===== src/rtl/axi_burst_check_mst.sv =====
// AXI4 burst self-test master: writes one INCR burst of counting data, reads it
// back and counts the beats that do not match.
package axi_burst_check_pkg;
  localparam int unsigned AddrWidth = 64;
  localparam int unsigned DataWidth = 128;
  localparam int unsigned IdWidth   = 6;
  localparam int unsigned UserWidth = 2;

  typedef struct packed {
    logic [IdWidth-1:0]     id;
    logic [AddrWidth-1:0]   addr;
    logic [7:0]             len;
    logic [2:0]             size;
    logic [1:0]             burst;
    logic                   lock;
    logic [3:0]             cache;
    logic [2:0]             prot;
    logic [3:0]             qos;
    logic [3:0]             region;
    logic [5:0]             atop;
    logic [UserWidth-1:0]   user;
  } aw_chan_t;

  typedef struct packed {
    logic [DataWidth-1:0]   data;
    logic [DataWidth/8-1:0] strb;
    logic                   last;
    logic [UserWidth-1:0]   user;
  } w_chan_t;

  typedef struct packed {
    logic [IdWidth-1:0]     id;
    logic [1:0]             resp;
    logic [UserWidth-1:0]   user;
  } b_chan_t;

  typedef struct packed {
    logic [IdWidth-1:0]     id;
    logic [AddrWidth-1:0]   addr;
    logic [7:0]             len;
    logic [2:0]             size;
    logic [1:0]             burst;
    logic                   lock;
    logic [3:0]             cache;
    logic [2:0]             prot;
    logic [3:0]             qos;
    logic [3:0]             region;
    logic [UserWidth-1:0]   user;
  } ar_chan_t;

  typedef struct packed {
    logic [IdWidth-1:0]     id;
    logic [DataWidth-1:0]   data;
    logic [1:0]             resp;
    logic                   last;
    logic [UserWidth-1:0]   user;
  } r_chan_t;

  typedef struct packed {
    aw_chan_t aw;
    logic     aw_valid;
    w_chan_t  w;
    logic     w_valid;
    logic     b_ready;
    ar_chan_t ar;
    logic     ar_valid;
    logic     r_ready;
  } axi_req_t;

  typedef struct packed {
    logic     aw_ready;
    logic     ar_ready;
    logic     w_ready;
    logic     b_valid;
    b_chan_t  b;
    logic     r_valid;
    r_chan_t  r;
  } axi_resp_t;
endpackage

module axi_burst_check_mst #(
  parameter int unsigned AddrWidth = 64,
  parameter int unsigned DataWidth = 128,
  parameter int unsigned IdWidth   = 6,
  parameter int unsigned UserWidth = 2,
  parameter type axi_req_t  = axi_burst_check_pkg::axi_req_t,
  parameter type axi_resp_t = axi_burst_check_pkg::axi_resp_t
) (
  input  logic                 clk_i,
  input  logic                 rst_ni,
  input  logic                 start_i,
  input  logic [AddrWidth-1:0] addr_i,
  input  logic [7:0]           len_i,
  input  logic [DataWidth-1:0] seed_i,
  output logic                 busy_o,
  output logic                 done_o,
  output logic                 error_o,
  output logic [8:0]           mism_cnt_o,
  output axi_req_t             axi_req_o,
  input  axi_resp_t            axi_rsp_i
);

  localparam int unsigned StrbWidth = DataWidth / 8;
  localparam int unsigned SizeLog   = $clog2(StrbWidth);

  typedef enum logic [2:0] {IDLE, CHK4K, AW, W, B, AR, R, DONE} state_e;

  state_e               state_q;
  logic [AddrWidth-1:0] addr_q;
  logic [7:0]           len_q;
  logic [DataWidth-1:0] seed_q;
  logic [DataWidth-1:0] data_q;
  logic [8:0]           beat_q;
  logic                 aw_valid_q;
  logic                 w_valid_q;
  logic                 w_last_q;
  logic                 b_ready_q;
  logic                 ar_valid_q;
  logic                 r_ready_q;

  logic [AddrWidth-1:0] addr_aligned;
  logic [31:0]          end_off;
  logic                 crosses_4k;
  logic                 last_beat;
  logic                 r_fail;
  logic                 rsp_unused;

  // The 4KiB test works on the in-page offset; the sum can reach 8191, so 32 bits is ample.
  assign addr_aligned = addr_i & ~AddrWidth'(StrbWidth - 1);
  assign end_off      = 32'(addr_aligned[11:0]) + ((32'(len_i) + 32'd1) << SizeLog);
  assign crosses_4k   = end_off > 32'd4096;

  assign last_beat = (beat_q == {1'b0, len_q});
  assign r_fail    = (axi_rsp_i.r.data != data_q) || (axi_rsp_i.r.resp != 2'b00) ||
                     (axi_rsp_i.r.last != last_beat);

  assign rsp_unused = ^{axi_rsp_i.b.id, axi_rsp_i.b.user, axi_rsp_i.r.id, axi_rsp_i.r.user};

  always_comb begin
    axi_req_o             = '0;
    axi_req_o.aw.id       = {IdWidth{1'b0}};
    axi_req_o.aw.user     = {UserWidth{1'b0}};
    axi_req_o.aw.addr     = addr_q;
    axi_req_o.aw.len      = len_q;
    axi_req_o.aw.size     = aw_valid_q ? 3'(SizeLog) : 3'd0;
    axi_req_o.aw.burst    = aw_valid_q ? 2'b01 : 2'b00;
    axi_req_o.aw_valid    = aw_valid_q;
    axi_req_o.w.data      = data_q & {DataWidth{w_valid_q}};
    axi_req_o.w.strb      = {StrbWidth{w_valid_q}};
    axi_req_o.w.last      = w_last_q;
    axi_req_o.w_valid     = w_valid_q;
    axi_req_o.b_ready     = b_ready_q;
    axi_req_o.ar.addr     = addr_q;
    axi_req_o.ar.len      = len_q;
    axi_req_o.ar.size     = ar_valid_q ? 3'(SizeLog) : 3'd0;
    axi_req_o.ar.burst    = ar_valid_q ? 2'b01 : 2'b00;
    axi_req_o.ar_valid    = ar_valid_q;
    axi_req_o.r_ready     = r_ready_q;
  end

  // data_q doubles as the W payload and the expected R data; both follow seed+beat.
  always_ff @(posedge clk_i or negedge rst_ni) begin
    if (!rst_ni) begin
      state_q    <= IDLE;
      addr_q     <= '0;
      len_q      <= '0;
      seed_q     <= '0;
      data_q     <= '0;
      beat_q     <= '0;
      aw_valid_q <= 1'b0;
      w_valid_q  <= 1'b0;
      w_last_q   <= 1'b0;
      b_ready_q  <= 1'b0;
      ar_valid_q <= 1'b0;
      r_ready_q  <= 1'b0;
      busy_o     <= 1'b0;
      done_o     <= 1'b0;
      error_o    <= 1'b0;
      mism_cnt_o <= '0;
    end else begin
      done_o <= 1'b0;
      unique case (state_q)
        IDLE: begin
          if (start_i) begin
            addr_q     <= addr_aligned;
            len_q      <= len_i;
            seed_q     <= seed_i;
            busy_o     <= 1'b1;
            error_o    <= 1'b0;
            mism_cnt_o <= '0;
            if (crosses_4k) begin
              state_q <= CHK4K;
            end else begin
              aw_valid_q <= 1'b1;
              state_q    <= AW;
            end
          end
        end
        CHK4K: begin
          error_o <= 1'b1;
          busy_o  <= 1'b0;
          done_o  <= 1'b1;
          state_q <= DONE;
        end
        AW: begin
          if (axi_rsp_i.aw_ready) begin
            aw_valid_q <= 1'b0;
            w_valid_q  <= 1'b1;
            data_q     <= seed_q;
            beat_q     <= '0;
            w_last_q   <= (len_q == 8'd0);
            state_q    <= W;
          end
        end
        W: begin
          if (axi_rsp_i.w_ready) begin
            if (w_last_q) begin
              w_valid_q <= 1'b0;
              w_last_q  <= 1'b0;
              b_ready_q <= 1'b1;
              state_q   <= B;
            end else begin
              beat_q   <= beat_q + 9'd1;
              data_q   <= data_q + 1'b1;
              w_last_q <= ((beat_q + 9'd1) == {1'b0, len_q});
            end
          end
        end
        B: begin
          if (axi_rsp_i.b_valid) begin
            if (axi_rsp_i.b.resp != 2'b00) error_o <= 1'b1;
            b_ready_q  <= 1'b0;
            ar_valid_q <= 1'b1;
            state_q    <= AR;
          end
        end
        AR: begin
          if (axi_rsp_i.ar_ready) begin
            ar_valid_q <= 1'b0;
            r_ready_q  <= 1'b1;
            beat_q     <= '0;
            data_q     <= seed_q;
            state_q    <= R;
          end
        end
        R: begin
          if (axi_rsp_i.r_valid) begin
            if (r_fail) begin
              error_o <= 1'b1;
              if (mism_cnt_o != 9'h1FF) mism_cnt_o <= mism_cnt_o + 9'd1;
            end
            // An early r_last or the final expected beat both close the read.
            if (axi_rsp_i.r.last || last_beat) begin
              r_ready_q <= 1'b0;
              busy_o    <= 1'b0;
              done_o    <= 1'b1;
              state_q   <= DONE;
            end else begin
              beat_q <= beat_q + 9'd1;
              data_q <= data_q + 1'b1;
            end
          end
        end
        DONE: state_q <= IDLE;
        default: state_q <= IDLE;
      endcase
    end
  end

endmodule


===== config.mk =====
export PLATFORM = sky130hd
export DESIGN_NAME = axi_burst_check_mst
export DESIGN_NICKNAME = d
export VERILOG_FILES = /design/src/rtl/axi_burst_check_mst.sv
export SDC_FILE = /design/constraint.sdc
export NUM_CORES = 1
export LEC_CHECK = 0
export ABC_CLOCK_PERIOD_IN_PS = 3600
export BUFFER_PORTS_ARGS = -buffer_cell sky130_fd_sc_hd__buf_4
export CAP_MARGIN = 30
export CORE_AREA = 2 2 283 285
export DETAILED_ROUTE_END_ITERATION = 8
export DIE_AREA = 0 0 285 287
export PLACE_DENSITY = 0.59
export SLEW_MARGIN = 25
export SYNTH_ARGS = -nofsm -noshare
export SYNTH_HDL_FRONTEND = slang
export SYNTH_SLANG_ARGS = --single-unit

===== constraint.sdc =====
create_clock -name clk_i -period 3.6 [get_ports clk_i]
set_input_delay 1.08 -clock clk_i [delete_from_list [all_inputs] [get_ports clk_i]]
set_output_delay 1.08 -clock clk_i [all_outputs]
set_load 0.005 [all_outputs]

# After elaboration in Yosys (flattened, before gate mapping)
# Index checks and enable logic that the tools add are counted.
[totals] output_inout_bits=372 regBits=354 inputBits=357 elab_cells=144
[classes] reduce_logical=28 addsub=5 magnitude_cmp=1 muxes=67 n_bitwise=1 eq_ne=26
[op_table] op="$mux 128" count=6
[op_table] op="$pmux 128 s4" count=1
[op_table] op="$add 128x1->128 const B" count=1
[op_table] op="$and 128x128->128" count=1
[op_table] op="$ne 128x128->1" count=1
[op_table] op="$mux 9" count=10
[op_table] op="$pmux 9 s4" count=1
[op_table] op="$mux 3" count=10
[op_table] op="$ne 2x2->1 const B" count=14
[op_table] op="$mux 1" count=27
[op_table] op="$pmux 3 s8" count=1
[op_table] op="$reduce_and 4->1" count=5
[op_table] op="$add 9x1->9 const B" count=2
[op_table] op="$eq 9x8->1" count=2
[op_table] op="$pmux 9 s2" count=1
[op_table] op="$reduce_bool 2->1" count=8
[op_table] op="$add 12x13->14" count=1
[op_table] op="$gt 14x13->1 const B" count=1
[op_table] op="$pmux 1 s2" count=7
[op_table] op="$eq 3x3->1 const B" count=4
[op_table] op="$add 8x1->9 const B" count=1
[op_table] op="$ne 9x9->1 const B" count=1
[op_table] op="$logic_not 8->1" count=1
[op_table] op="$reduce_and 8->1" count=1
[op_table] op="15 further kinds" count=20

# Longest topological paths before layout
# Gate-level depths: netlist of the first run.
[logic_depth] ltp_word=6 depth_mapped=14 ltp_nobuf=12

# Least setup slack after synthesis of the first run
# Ideal clock, no wire load.
[synth_timing] kind="input -> register" from="in axi_rsp_i[2] (netlist bit)" to="reg addr_q[61]" setup_slack_ns=-0.361 path_buffers=2 cell_stages=10 setup_ns=0.125 arrival_time_ns=3.836 required_time_ns=3.475 cell_sequence="inv_1 ha_1 or4_1 nor4_1 nand4_1 nor4_2 nor3_1 clkbuf_1 clkbuf_1 mux2_2"
[synth_lines] item="from (decl)" line="100" text="input axi_resp_t axi_rsp_i"
[synth_lines] item="to (signal assigned)" line="185" text="addr_q <= addr_aligned;"
[synth_lines] item="to (decl)" line="109" text="logic [AddrWidth-1:0] addr_q;"

==> summary.md, run 1 <==
| Metric | Value |
|---|---|
| Worst setup path endpoint | addr_q[5]$_DFFE_PN0P_ |
| Sequential power share | 0.271 |
| Setup WS pre-CTS | -0.598 ns |
| Yosys cell types | 73 |
| Critical Path, Cell by Cell | xnor2_2 -> inv_1 -> nor4_2 -> nand4_1 -> ha_1 -> or4_4 -> nor4_2 -> nand4_1 -> nor4_4 -> buf_4 -> nor3_4 -> buf_12 -> buf_16 -> mux2_2 |
| Syn Area/Cell | 9.21 µm² |
| Worst-case clock skew | 0.0320 ns |
| Routed vias | 21800 |
| Worst reg-to-reg path cell count | 14 |
| Initial Util | 0.282 |
| Die Span X | 285 µm |
| Met3 global-route usage | 0.0694 |
| Top_reg_cell synth | dfrtp_1 |
| First-pass GRT wire length | 148000 µm |
| GRT met2 Usage | 0.379 |
| CP max stage cell | or4_4 |
| RR Startpoint | beat_q[4]$_DFFE_PN0P_ |
| # port buffers | 638 |
| Slew margin rel. | 0.465 |
| Failing checks | setup timing |
| Status | finished, violations left |
| Die Ht | 287 µm |
| Worst Hold Class | reg -> reg |
| Placed instance area | 0.0289 mm² |
| # DRC | 0 |
| Vias in the first global route | 20900 |
| Util after Layout | 0.392 |
| DP HPWL | 83000 µm |
| Slew Limit Fails | 0 |
| R2R setup slack | -0.26 ns |
| Initial antenna violation count | 22 |
| Final setup viols | 206 |
| Detailed Route Iter0 Violations | 2197 |
| Achievable frequency | 0.259 GHz |
| Worst setup path startpoint | beat_q[4]$_DFFE_PN0P_ |
| Power Dens Cells | 984 mW/mm² |
| Worst path bufs/invs | 4 |
| CP peak stage delay | 0.57 ns |
| Pin count of the biggest net entering global routing | 73 |
| Synth async-reset ratio | 1.00 |
| Leakage power | 13.5 nW |
| WL final | 105000 µm |
| Min Tclk post-route | 3.86 ns |
| Synth warn | 0 |
| CTS H-tree depth | 2 |
| Die area | 0.0818 mm² |
| Worst-Skew Late Latency | 0.61 ns |
| CORE AREA | 0.0786 mm² |
| Combinational group share of total power | 0.579 |
| Nets | 3483 |
| GPL Wtd Cong | 0.918 |
| CTS root buf | clkbuf_16 |
| Gr usage total | 0.245 |
| Design area | 0.0308 mm² |
| Internal | 0.0172 W |
| Synth Cell Area | 0.0222 mm² |
| Worst Tran Pin Value | 0.797 ns |
| TritonCTS clock tree | done |
| RSZ-0062 raised after global routing | true |
| Drt first pass iters | 6 |
| Final setup margin | -0.264 ns |
| Setup CP Type | reg -> reg |
| Gr busiest metal | met2 |
| Clk pwr share | 0.150 |
| Crit path DAT | 4.33 ns |
| Critical R2R Capture | addr_q[5]$_DFFE_PN0P_ |
| Most frequent cells in the layout | 873 x buf_4, 353 x dfrtp_1, 195 x mux2_2 |
| CP delay by family, top | simple AND/OR/NAND/NOR gates |
| Max VDD drop | 0.646 mV |
| Max cap viols | 0 |
| Post-synthesis sequential area ratio | 0.400 |
| Final Cycle Share | 1.07 |
| Setup crit start kind | register |
| Area growth syn-to-layout | 39.1% |
| Overflow after GRT | 0 |
| Gate count after technology mapping | 2406 |
| Fill cell count | 8062 |
| Number of CTS-inserted buffers | 45 |
| Flops & latches, synth | 354 |
| Switching share of power | 0.435 |
| Setup crit end kind | register |
| I/O pin count | 729 |
| Worst path depth | 14 |
| Routed WL per cell | 25.1 µm |
| Clock buffer depth | 3 |
| Most common cell after layout, fill and taps aside | buf_4 |
| Clock sinks | 354 |
| Share of layout cells above drive strength 1 | 0.388 |
| Vias per cell | 5.20 |
| Psw | 0.0132 W |
| Final hold violations | 0 |
| M1 GR Usage | 0.332 |
| Crit Path Max Fanout | 17 |
| Number of enable flip-flop cells after synthesis | 0 |
| Required time worst endpoint | 4.06 ns |
| # rows | 103 |
| Worst-path clk slew | 0.05 ns |
| Post-DRT Antenna Nets | 0 |
==> kinds of logic after synthesis <==
kind of cell	Yosys count	synth area share
other cells	1	0.000169
fa+ha+maj	20	0.0116
flops	354	0.400
xor+xnor	103	0.0407
compound gates	520	0.150
mux	206	0.104
buf+inv	383	0.0935
simple gates	819	0.201
==> worst min path at each step <==
stage	start	end	slack [ns]	cells past startpoint
6_report	seed_q[123]$_DFFE_PN0P_	seed_q[123]$_DFFE_PN0P_	0.50	1
5_1_grt	seed_q[66]$_DFFE_PN0P_	seed_q[66]$_DFFE_PN0P_	0.52	1
4_1_cts	seed_q[123]$_DFFE_PN0P_	seed_q[123]$_DFFE_PN0P_	0.50	1
3_5_place_dp	seed_q[13]$_DFFE_PN0P_	seed_q[13]$_DFFE_PN0P_	0.49	1
3_3_place_gp	seed_q[123]$_DFFE_PN0P_	seed_q[123]$_DFFE_PN0P_	0.48	1
2_1_floorplan	seed_q[0]$_DFFE_PN0P_	data_q[0]$_DFFE_PN0P_	0.46	2
==> area by class of cell <==
cell class | count | area [µm²] | share of cell area
sequential | 354 | 8860 | 0.287
tap | 1050 | 1310 | 0.0426
clock inverter | 13 | 129 | 0.00418
timing repair buffer | 910 | 7330 | 0.238
clock buffer | 67 | 1330 | 0.0431
antenna | 9 | 22.5 | 0.000730
inverter | 57 | 214 | 0.00694
multi-input combinational | 1738 | 11600 | 0.378
==> per-stage QoR <==
step	hold slack, ns	TNS, ns	total power [W]	cells
finish	0.502	-44.74	0.0304	4198
global route	0.524	-80.78	0.0322	4193
CTS	0.504	-80.91	0.0303	4179
detailed placement	0.492	-111.95	0.0253	4092
global placement	0.483	-111.29	0.0251	4090
floorplan	0.463	-4.47	0.0172	2475
==> state kept, by name, indices dropped and copies added (netlist names) <==
name / count
addr_q: 60
ar_valid_q: 1
aw_valid_q: 1
b_ready_q: 1
beat_q: 9
busy_o: 1
data_q: 128
done_o: 1
error_o: 1
len_q: 8
mism_cnt_o: 9
r_ready_q: 1
seed_q: 128
state_q: 3
w_last_q: 1
w_valid_q: 1
==> power groups by stage <==
stage / clock network [W] / registers [W] / logic [W]
2_1_floorplan: 0 / 0.00741 / 0.00983
3_3_place_gp: 0 / 0.00822 / 0.0169
3_5_place_dp: 0 / 0.00825 / 0.0171
4_1_cts: 0.00464 / 0.00821 / 0.0174
5_1_grt: 0.00478 / 0.00849 / 0.0189
6_report: 0.00454 / 0.00824 / 0.0176
==> cells in the mapped netlist, types with 12 or more instances <==
cell type    n  share of area
o21ai_0    108          0.024
nor4_1      34         0.0096
clkbuf_1   130          0.022
xnor2_1     84          0.033
a2bb2oi_1   26          0.010
and3_1      39          0.011
nand2b_1    32         0.0090
buf_4      164          0.056
ha_1        19          0.011
and4_1      18         0.0071
o22ai_1     55          0.016
nor2_1     114          0.019
nand2_1    129          0.022
nand3_1    103          0.023
inv_1       57         0.0097
nor3_1      54          0.012
o22a_1      12         0.0047
a21oi_1    161          0.036
mux2_2     196           0.10
and2_1     141          0.040
a22oi_1     12         0.0041
nand4_1     79          0.022
or3_1       12         0.0034
o31ai_1     16         0.0054
xor2_1      19         0.0075
buf_1       21         0.0036
dfrtp_1    354           0.40
a31oi_1     14         0.0040
or4_1       12         0.0041
nor2b_1     28         0.0079
==> per-layer routing <==
layer / vias up / wire (µm)
li1: 9886 / -
met1: 10700 / 45400
met2: 995 / 46600
met4: 30 / 3180
met5: - / 193
met3: 179 / 9910
==> timing repair <==
| item | CTS | global route |
|---|---|---|
| resized for setup | 20 | 16 |
| endpoints found under the hold margin | 0 | 0 |
| buffers inserted | 3 | 7 |
| cloned | 5 | 4 |
| pin swaps | 8 | 10 |
| hold buffers | 0 | 0 |
| endpoints found under the setup margin | 207 | 207 |
Power figures use the tool's default switching activity.
==> inputs of run 2 (changes only) <==
--- a/config.mk
+++ b/config.mk
@@ -5,13 +5,14 @@
 export SDC_FILE = /design/constraint.sdc
 export NUM_CORES = 1
 export LEC_CHECK = 0
+export ABC_AREA = 1
 export ABC_CLOCK_PERIOD_IN_PS = 3600
 export BUFFER_PORTS_ARGS = -buffer_cell sky130_fd_sc_hd__buf_4
 export CAP_MARGIN = 30
-export CORE_AREA = 2 2 283 285
+export CORE_AREA = 2 2 287 289
 export DETAILED_ROUTE_END_ITERATION = 8
-export DIE_AREA = 0 0 285 287
-export PLACE_DENSITY = 0.59
+export DIE_AREA = 0 0 289 291
+export PLACE_DENSITY = 0.63
 export SLEW_MARGIN = 25
 export SYNTH_ARGS = -nofsm -noshare
 export SYNTH_HDL_FRONTEND = slang
==> summary.md, run 2 <==
| Metric | Value |
|---|---|
| Slew margin rel. | 0.421 |
| Final setup margin | 0.403 ns |
| Nets | 5013 |
| Crit path DAT | 3.75 ns |
| Post-DRT Antenna Nets | 0 |
| CTS root buf | clkbuf_16 |
| WL final | 146000 µm |
| Setup TNS | 0 ns |
| Met3 global-route usage | 0.0515 |
| Flops & latches, synth | 354 |
| Yosys cell types | 52 |
| Worst reg-to-reg path cell count | 16 |
| Initial Util | 0.317 |
| Setup crit start kind | register |
| RSZ-0062 raised after global routing | false |
| Critical Path, Cell by Cell | inv_1 -> nand2_1 -> o2111ai_1 -> nor3_1 -> nand3_1 -> ha_1 -> nor3_1 -> nand3_1 -> nor2_1 -> nand3_1 -> nor2_1 -> nand2_1 -> o21ai_2 -> buf_12 -> nand2_1 -> nand2_1 |
| Routed vias | 29000 |
| Post-CTS Hold Fix Bufs | 0 |
| Worst-path clk slew | 0.06 ns |
| GPL Wtd Cong | 1.06 |
| Gr usage total | 0.340 |
| Number of CTS-inserted buffers | 45 |
| # rows | 105 |
| Required time worst endpoint | 4.15 ns |
| Largest regs | data_q x128, seed_q x128, addr_q x60 |
| Drt first pass iters | 6 |
| Worst setup path endpoint | mism_cnt_o[5]$_DFFE_PN0P_ |
| Power Dens Cells | 851 mW/mm² |
| CP max stage cell | dfrtp_1 |
| Status | complete, no violations |
| Clock buffer depth | 3 |
| CP peak stage delay | 0.55 ns |
| # port buffers | 638 |
| Gate count after technology mapping | 4051 |
| Worst-Skew Late Latency | 0.61 ns |
| M1 GR Usage | 0.428 |
| Vias in the first global route | 27900 |
| Commonest cells post-synth | 1554 x nand2_1, 471 x inv_1, 384 x nor2_1, 354 x dfrtp_1, 196 x nand3_1 |
| Placed Instances | 5659 |
| Initial antenna violation count | 12 |
| Post-synthesis sequential area ratio | 0.345 |
| GRT met2 Usage | 0.569 |
| Worst Hold Class | reg -> reg |
| Final std cells w/o fill | 5750 |
| Final Cycle Share | 0.888 |
| Top cells by area, synth | dfrtp_1 34%, nand2_1 23%, inv_1 6.9% |
| Die Ht | 291 µm |
| Crit path top cell by count | nand2_1 |
| Routed WL per cell | 25.5 µm |
| Slew Limit Fails | 0 |
| Achievable frequency | 0.313 GHz |
| Clock sinks | 354 |
| RR Startpoint | len_q[6]$_DFFE_PN0P_ |
| Syn Area/Cell | 6.35 µm² |
| Hold Crit Depth | 2 |
| Worst path bufs/invs | 2 |
| Detailed Route Iter0 Violations | 2660 |
| CTS H-tree depth | 2 |
| Synth async-reset ratio | 1.00 |
| Synth warn | 0 |
| Most frequent cells in the layout | 1553 x nand2_1, 743 x buf_4, 470 x inv_1 |
| Hold_ws | 0.478 ns |
| First-pass GRT wire length | 203000 µm |
| R2R setup slack | 0.40 ns |
| Worst setup path startpoint | len_q[6]$_DFFE_PN0P_ |
| Critical R2R Capture | mism_cnt_o[5]$_DFFE_PN0P_ |
| # DRC | 0 |
| CORE AREA | 0.0812 mm² |
| Min Tclk post-route | 3.20 ns |
| Vias per cell | 5.04 |
| TritonCTS clock tree | done |
| CP delay by family, top | simple AND/OR/NAND/NOR gates |
| Setup CP Type | reg -> reg |
| Largest area contributor in the synthesized netlist | dfrtp_1 |
| Worst path depth | 16 |
| Setup WS pre-CTS | 0.0793 ns |
| Max cap viols | 0 |
| Overflow after GRT | 0 |
| Post-cts resize count | 0 |
| Worst Tran Pin Value | 0.866 ns |
| Share of the synthesized area in the top cell type | 0.345 |
| Share of layout cells above drive strength 1 | 0.199 |
| Area growth syn-to-layout | 28.4% |
| Setup crit end kind | register |
| Most common cell after layout, fill and taps aside | nand2_1 |
| Max VDD drop | 0.716 mV |
| Final setup viols | 0 |
| Final hold violations | 0 |
| Synth Cell Area | 0.0257 mm² |
| Die Span X | 289 µm |
| Most common cell in the netlist | nand2_1 |
| Pin count of the biggest net entering global routing | 173 |
| I/O pin count | 729 |
| Post CTS Setup Buffer Count | 0 |
| DP HPWL | 123000 µm |
| Worst-case clock skew | 0.0271 ns |
| Number of enable flip-flop cells after synthesis | 0 |
| Die area | 0.0841 mm² |
| Top_reg_cell synth | dfrtp_1 |
| Gr busiest metal | met2 |
| Leakage power | 17.1 nW |
| Crit Path Max Fanout | 9 |
run 2: cell count changes in the layout (fill, tap and decap cells not counted), moves of 51 or more:
cell	delta
mux2_2	-195
nor3_1	+51
o21ai_1	+84
a21oi_1	-112
nand2_1	+1425
and2_1	-140
nand3_1	+93
inv_1	+413
nor2_1	+271
buf_4	-130
run 2: per-layer routing:
layer	up-vias	share of wire
met5	-	0.00016
met4	4	0.054
met3	233	0.075
met2	1338	0.47
met1	13800	0.40
li1	13600	-
run 2: how the worst min path moves through the flow:
stage | start | end
after CTS | seed_q[74]$_DFFE_PN0P_ | seed_q[74]$_DFFE_PN0P_
after global placement | seed_q[75]$_DFFE_PN0P_ | seed_q[75]$_DFFE_PN0P_
after detailed placement | seed_q[74]$_DFFE_PN0P_ | seed_q[74]$_DFFE_PN0P_
after global routing | seed_q[74]$_DFFE_PN0P_ | seed_q[74]$_DFFE_PN0P_
final | seed_q[74]$_DFFE_PN0P_ | seed_q[74]$_DFFE_PN0P_
after floorplan | seed_q[19]$_DFFE_PN0P_ | seed_q[19]$_DFFE_PN0P_
run 2: logic make-up (layout without fill, tap and decap cells):
group / count (synthesis) / in the layout / synth area share
flip-flops: 354 / 354 / 0.345
adder cells (fa/ha/maj): 20 / 20 / 0.0100
XOR/XNOR: 93 / 93 / 0.0317
AND/OR/NAND/NOR: 2420 / 2420 / 0.391
AO/OA/AOI/OAI: 377 / 377 / 0.0804
other: 1 / 79 / 0.000146
buffers and inverters: 786 / 1337 / 0.142
run 2: power breakdown:
part / switching (W) / internal (W) / leakage [nW]
clock: 0.00197 / 0.00263 / 0.717
sequential: 0.00238 / 0.00584 / 4.44
combinational: 0.00954 / 0.00573 / 12.0
total: 0.0139 / 0.0142 / 17.1
run 2: final cells by class:
cell class,instances,area (µm²)
flip-flops and latches,354,8860
well taps,1070,1340
repair buffers,765,6010
clock buffers,65,1280
fillers,8957,48200
multi-input cells,2980,13500
clock inverters,17,184
diodes,9,22.5
inverters,490,1850
run 2: metrics by stage:
step	area, µm²	power, W	utilization
2_1_floorplan	26000	0.0162	-
3_3_place_gp	31500	0.0232	0.388
3_5_place_dp	31500	0.0234	0.388
4_1_cts	33000	0.0280	0.406
5_1_grt	33000	0.0299	0.407
6_report	33000	0.0281	0.407
run 2: tightest hold or removal path, delay by kind of cell (launching register included):
family	cells	cell delay, ns
flip-flops	1	0.34
AND/OR/NAND/NOR	2	0.10
